--- src/rtl/free_list.sv ---
// Physical-register free list: circular tag buffer with allocate, retire-free and squash-to-retire-head recovery.
// Zero-cycle allocation (tags offered combinationally, consumed in request cycle); no backpressure, requests beyond avail_num_o are ignored.
module free_list #(
  parameter int  C_DP_NUM       = 3,
  parameter int  C_RT_NUM       = 3,
  parameter int  C_ARCH_REG_NUM = 32,
  parameter int  C_PHY_REG_NUM  = 64,
  localparam int C_FL_ENTRY_NUM = C_PHY_REG_NUM - C_ARCH_REG_NUM,
  localparam int TAG_IDX_WIDTH  = $clog2(C_PHY_REG_NUM),
  localparam int IDX_W          = $clog2(C_FL_ENTRY_NUM),
  localparam int PTR_W          = IDX_W + 1
) (
  input  logic                                  clk_i,
  input  logic                                  rst_i,
  input  logic [C_DP_NUM-1:0]                   dp_fl_i,
  output logic [C_DP_NUM*(TAG_IDX_WIDTH+1)-1:0] fl_dp_o,
  input  logic [C_RT_NUM*(TAG_IDX_WIDTH+1)-1:0] rob_fl_i,
  input  logic                                  exception_i,
  output logic [PTR_W-1:0]                      avail_num_o
);

  localparam int SLOT_W = TAG_IDX_WIDTH + 1;
  localparam logic [PTR_W-1:0] ONE = PTR_W'(1);

  logic [TAG_IDX_WIDTH-1:0] entry_q [C_FL_ENTRY_NUM];
  logic [PTR_W-1:0]         head_q;
  logic [PTR_W-1:0]         tail_q;
  logic [PTR_W-1:0]         rt_head_q;

  logic [PTR_W-1:0]         count;
  logic [PTR_W-1:0]         space;
  logic [PTR_W-1:0]         alloc_num;
  logic [PTR_W-1:0]         free_num;
  logic [PTR_W-1:0]         rt_num;
  logic [PTR_W-1:0]         wr_ptr [C_RT_NUM];
  logic [C_RT_NUM-1:0]      wr_en;

  // Pointers carry a wrap bit, so plain subtraction yields 0..C_FL_ENTRY_NUM.
  assign count       = tail_q - head_q;
  assign space       = PTR_W'(C_FL_ENTRY_NUM) - count;
  assign avail_num_o = count;

  always_comb begin : offer
    logic [PTR_W-1:0] rd_ptr;
    fl_dp_o   = '0;
    alloc_num = '0;
    rd_ptr    = '0;
    for (int n = 0; n < C_DP_NUM; n++) begin
      rd_ptr = head_q + PTR_W'(n);
      fl_dp_o[n*SLOT_W +: SLOT_W] = {count > PTR_W'(n), entry_q[rd_ptr[IDX_W-1:0]]};
      if (dp_fl_i[n] && (count > PTR_W'(n))) begin
        alloc_num = alloc_num + ONE;
      end
    end
  end

  // Frees are packed at the tail in channel order; any beyond free space are dropped.
  always_comb begin : retire
    free_num = '0;
    rt_num   = '0;
    wr_en    = '0;
    for (int k = 0; k < C_RT_NUM; k++) begin
      wr_ptr[k] = tail_q + free_num;
      if (rob_fl_i[k*SLOT_W + TAG_IDX_WIDTH]) begin
        rt_num = rt_num + ONE;
        if (free_num < space) begin
          wr_en[k] = 1'b1;
          free_num = free_num + ONE;
        end
      end
    end
  end

  always_ff @(posedge clk_i or posedge rst_i) begin
    if (rst_i) begin
      for (int i = 0; i < C_FL_ENTRY_NUM; i++) begin
        entry_q[i] <= TAG_IDX_WIDTH'(C_ARCH_REG_NUM + i);
      end
      head_q    <= '0;
      rt_head_q <= '0;
      tail_q    <= PTR_W'(C_FL_ENTRY_NUM);
    end else begin
      for (int k = 0; k < C_RT_NUM; k++) begin
        if (wr_en[k]) begin
          entry_q[wr_ptr[k][IDX_W-1:0]] <= rob_fl_i[k*SLOT_W +: TAG_IDX_WIDTH];
        end
      end
      tail_q    <= tail_q + free_num;
      rt_head_q <= rt_head_q + rt_num;
      // Squash rewinds to the retire head after this cycle's retires; squashed tags are still in place.
      head_q    <= exception_i ? (rt_head_q + rt_num) : (head_q + alloc_num);
    end
  end

  free_within_capacity: assert property (@(posedge clk_i) disable iff (rst_i) rt_num <= space);

endmodule

--- config.mk ---
export PLATFORM = sky130hd
export DESIGN_NAME = free_list
export DESIGN_NICKNAME = d
export VERILOG_FILES = /design/src/rtl/free_list.sv
export SDC_FILE = /design/constraint.sdc
export NUM_CORES = 1
export LEC_CHECK = 0
export CAP_MARGIN = 20
export CELL_PAD_IN_SITES_DETAIL_PLACEMENT = 0
export CELL_PAD_IN_SITES_GLOBAL_PLACEMENT = 1
export CORE_UTILIZATION = 54
export CTS_CLUSTER_SIZE = 40
export DETAILED_ROUTE_END_ITERATION = 6
export GPL_TIMING_DRIVEN = 0
export PLACE_DENSITY_LB_ADDON = 0.12
export SETUP_SLACK_MARGIN = 0.5
export SLEW_MARGIN = 25
export SYNTH_ARGS = -nofsm -noshare
export SYNTH_HDL_FRONTEND = slang
export SYNTH_SLANG_ARGS = --single-unit
--- constraint.sdc ---
create_clock -name clk_i -period 13.4 [get_ports clk_i]
set_input_delay 1.34 -clock clk_i [delete_from_list [all_inputs] [get_ports clk_i]]
set_output_delay 1.34 -clock clk_i [all_outputs]
set_load 0.03 [all_outputs]
==> impl_metrics.env <==
export IMPL_status="complete, but fails checks"
export IMPL_violations="design-rule violations"
export IMPL_synth_edf_count=0
export IMPL_postSynthCellCount=2046
export IMPL_cts_hold_buf=0
export IMPL_clock_latency_ns=0.61
export IMPL_min_to="rt_head_q[5]"
export IMPL_async_flop_share=1.00
export IMPL_postCtsSetupRepairBufs=0
export IMPL_ys_flop_type="dfstp_2"
export IMPL_fmax_mhz=114
export IMPL_cts_root_buf="clkbuf_16"
export IMPL_clockBufferDepth=3
export IMPL_setup_tns_ns=0
export IMPL_critPathTopFamily="buffers and inverters"
export IMPL_syn_avg_cell_area_um2=9.57
export IMPL_final_fill_count=3082
export IMPL_critPathBufInv=6
export IMPL_max_cap_viol_count=0
export IMPL_syn_nets=2109
export IMPL_r2r_end="entry_q[67]"
export IMPL_clock_skew_ns=0.0200
export IMPL_start_util=0.549
export IMPL_htree_num_levels=1
export IMPL_r2r_start="head_q[2]"
export IMPL_ctsResizeCount=0
export IMPL_wl_per_cell_um=38.2
export IMPL_area_growth_pct=12.3
export IMPL_critPathRequiredTime_ns=13.89
export IMPL_cp_slowest_cell="nor2_1"
export IMPL_yosysWarnings=0
export IMPL_wl_met2_um=38800
export IMPL_cts_buffers=28
export IMPL_cp_max_fo=10
export IMPL_hold_class="reg2reg"
export IMPL_first_global_vias=19591
export IMPL_die_w_um=192
export IMPL_endpoint_kind="flip-flop"
export IMPL_slew_headroom=0.150
export IMPL_final_max_slew_viol_count=0
export IMPL_dp_hpwl_um=71500
export IMPL_wl_met3_um=18100
export IMPL_die_height_um=192
export IMPL_hold_viol=0
export IMPL_synth_seq_area_share=0.276
export IMPL_drtPass1Iterations=7
export IMPL_highest_layer="met5"
export IMPL_io_pins=54
export IMPL_synth_area_mm2=0.0196
export IMPL_path_clk_slew_ns=0.06
export IMPL_die_area_mm2=0.0370
export IMPL_grt_pass1_wl_um=142000
export IMPL_drtAntennaViolNets=0
export IMPL_cts_sinks=210
export IMPL_setup_viol=0
export IMPL_worstPathArrival_ns=9.26
export IMPL_port_buffers=52
export IMPL_grt_total_usage=0.551
export IMPL_fin_crit_ns=8.77
export IMPL_vias=20740
export IMPL_routed_wl_um=101000
export IMPL_cts_tree="done"
export IMPL_nets=2199
export IMPL_timing_hold_ws_ns=0.462
export IMPL_startpoint_type="flip-flop"
export IMPL_hold_depth=1
export IMPL_synth_cell_types=50
export IMPL_row_count=69
export IMPL_fin_crit_sh=0.655
export IMPL_initialDrtViolationCount=3642
export IMPL_synth_seq_cells=210
export IMPL_via_per_inst=7.83
export IMPL_criticalPathCategory="reg2reg"
export IMPL_gp_congestion=1.11
export IMPL_slowest_delay_ns=0.85
export IMPL_grt_max_degree=94
export IMPL_cp_cell_sequence="buf_1, inv_1, buf_1, ha_1, xor2_1, o211ai_1, o21ai_0, and3_1, a22o_1, clkbuf_1, clkbuf_1, nor2_1, ha_1, mux2i_1, a221oi_2, ha_1, fa_1, clkbuf_1, nor2_1, nand2_1, a21oi_2, mux2_2"
export IMPL_worst_slew_pin_slew_ns=1.27
export IMPL_post_route_drc_count=36
export IMPL_rsz0062_at_grt="false"
export IMPL_rr_worst_depth=22
export IMPL_min_delay_start="rt_head_q[5]"
export IMPL_r2r_slack_ns=4.63
export IMPL_final_layout_size_suffix_gt1_frac=0.300
export IMPL_grt_ovfl_total=0
export IMPL_met1_length_um=34100
export IMPL_core_area_mm2=0.0357
export IMPL_antenna_found_initial=17
## state kept, by name, indices dropped and copies added (netlist names)
register,flops
tail_q,6
entry_q,192
head_q,6
rt_head_q,6
## placed cells by master (no fill, tap or decap), types with 38 or more instances in the layout
| cell type | instances |
|---|---|
| a31oi_1 | 193 |
| clkbuf_1 | 177 |
| clkdlybuf4s50_1 | 52 |
| dfrtp_1 | 97 |
| dfstp_2 | 113 |
| mux2_2 | 217 |
| mux4_2 | 152 |
| nand2_1 | 111 |
| nor2_1 | 38 |
| nor3_1 | 199 |
| o21ai_0 | 208 |
| or3_1 | 185 |
## metal layers
| metal | GRT usage | vias to the layer above |
|---|---|---|
| li1 | - | 8076 |
| met3 | 0.297 | 582 |
| met4 | 0.401 | 18 |
| met1 | 0.667 | 9976 |
| met5 | 0 | - |
| met2 | 0.731 | 2088 |
## worst max path at each step
stage | startpoint | endpoint | slack [ns] | cells after the start
global placement | rst_i | entry_q[102] | 3.27 | 2
global route | head_q[2] | entry_q[69] | 4.51 | 22
CTS | head_q[2] | entry_q[67] | 5.04 | 22
floorplan | rst_i | entry_q[100] | 6.51 | 1
finish | head_q[2] | entry_q[67] | 4.63 | 22
detailed placement | head_q[2] | entry_q[67] | 5.06 | 22
## cells in the mapped netlist, types with 33 or more instances
library cell  count  area (µm²)
mux2_2          217        2440
dfstp_2         113        2970
nand3_1          36         180
clkbuf_1        180         676
nor2_1           40         150
nor3_1          201        1010
or3_1           185        1160
dfrtp_1          97        2430
a31oi_1         193        1210
or2_2            33         206
buf_1            37         139
mux4_2          152        3420
a21oi_2          33         289
o21ai_0         208        1040
nand2_1         111         417
## final cells by class
cell class                      instances  area (µm²)  share of cell area
Antenna cell                           30        75.1             0.00341
Buffer                                227         880              0.0400
Clock buffer                           35         788              0.0358
Clock inverter                         17         273              0.0124
Inverter                               23        93.8             0.00427
Multi-Input combinational cell       1586       13300               0.604
Sequential cell                       210        5400               0.245
Tap cell                              461         577              0.0262
Timing Repair Buffer                   60         636              0.0289
## cells by family after synthesis
logic type	Yosys count	synth area share
buf+inv	250	0.0486
compound gates	468	0.144
fa+ha+maj	36	0.0249
simple gates	646	0.172
flops	210	0.276
mux	405	0.320
xor+xnor	31	0.0146
## stage by stage
step	instance area (µm²)	worst slack, ns	cells	utilization
after floorplan	19600	6.51	2046	-
after global placement	20700	3.27	2559	0.580
after detailed placement	20800	5.06	2565	0.583
after CTS	21900	5.04	2617	0.613
after global routing	22000	4.51	2642	0.616
final	22000	4.63	2649	0.617
Power is not shown: default switching activity piles up to over one toggle a cycle in this logic, so the estimate is an artifact.
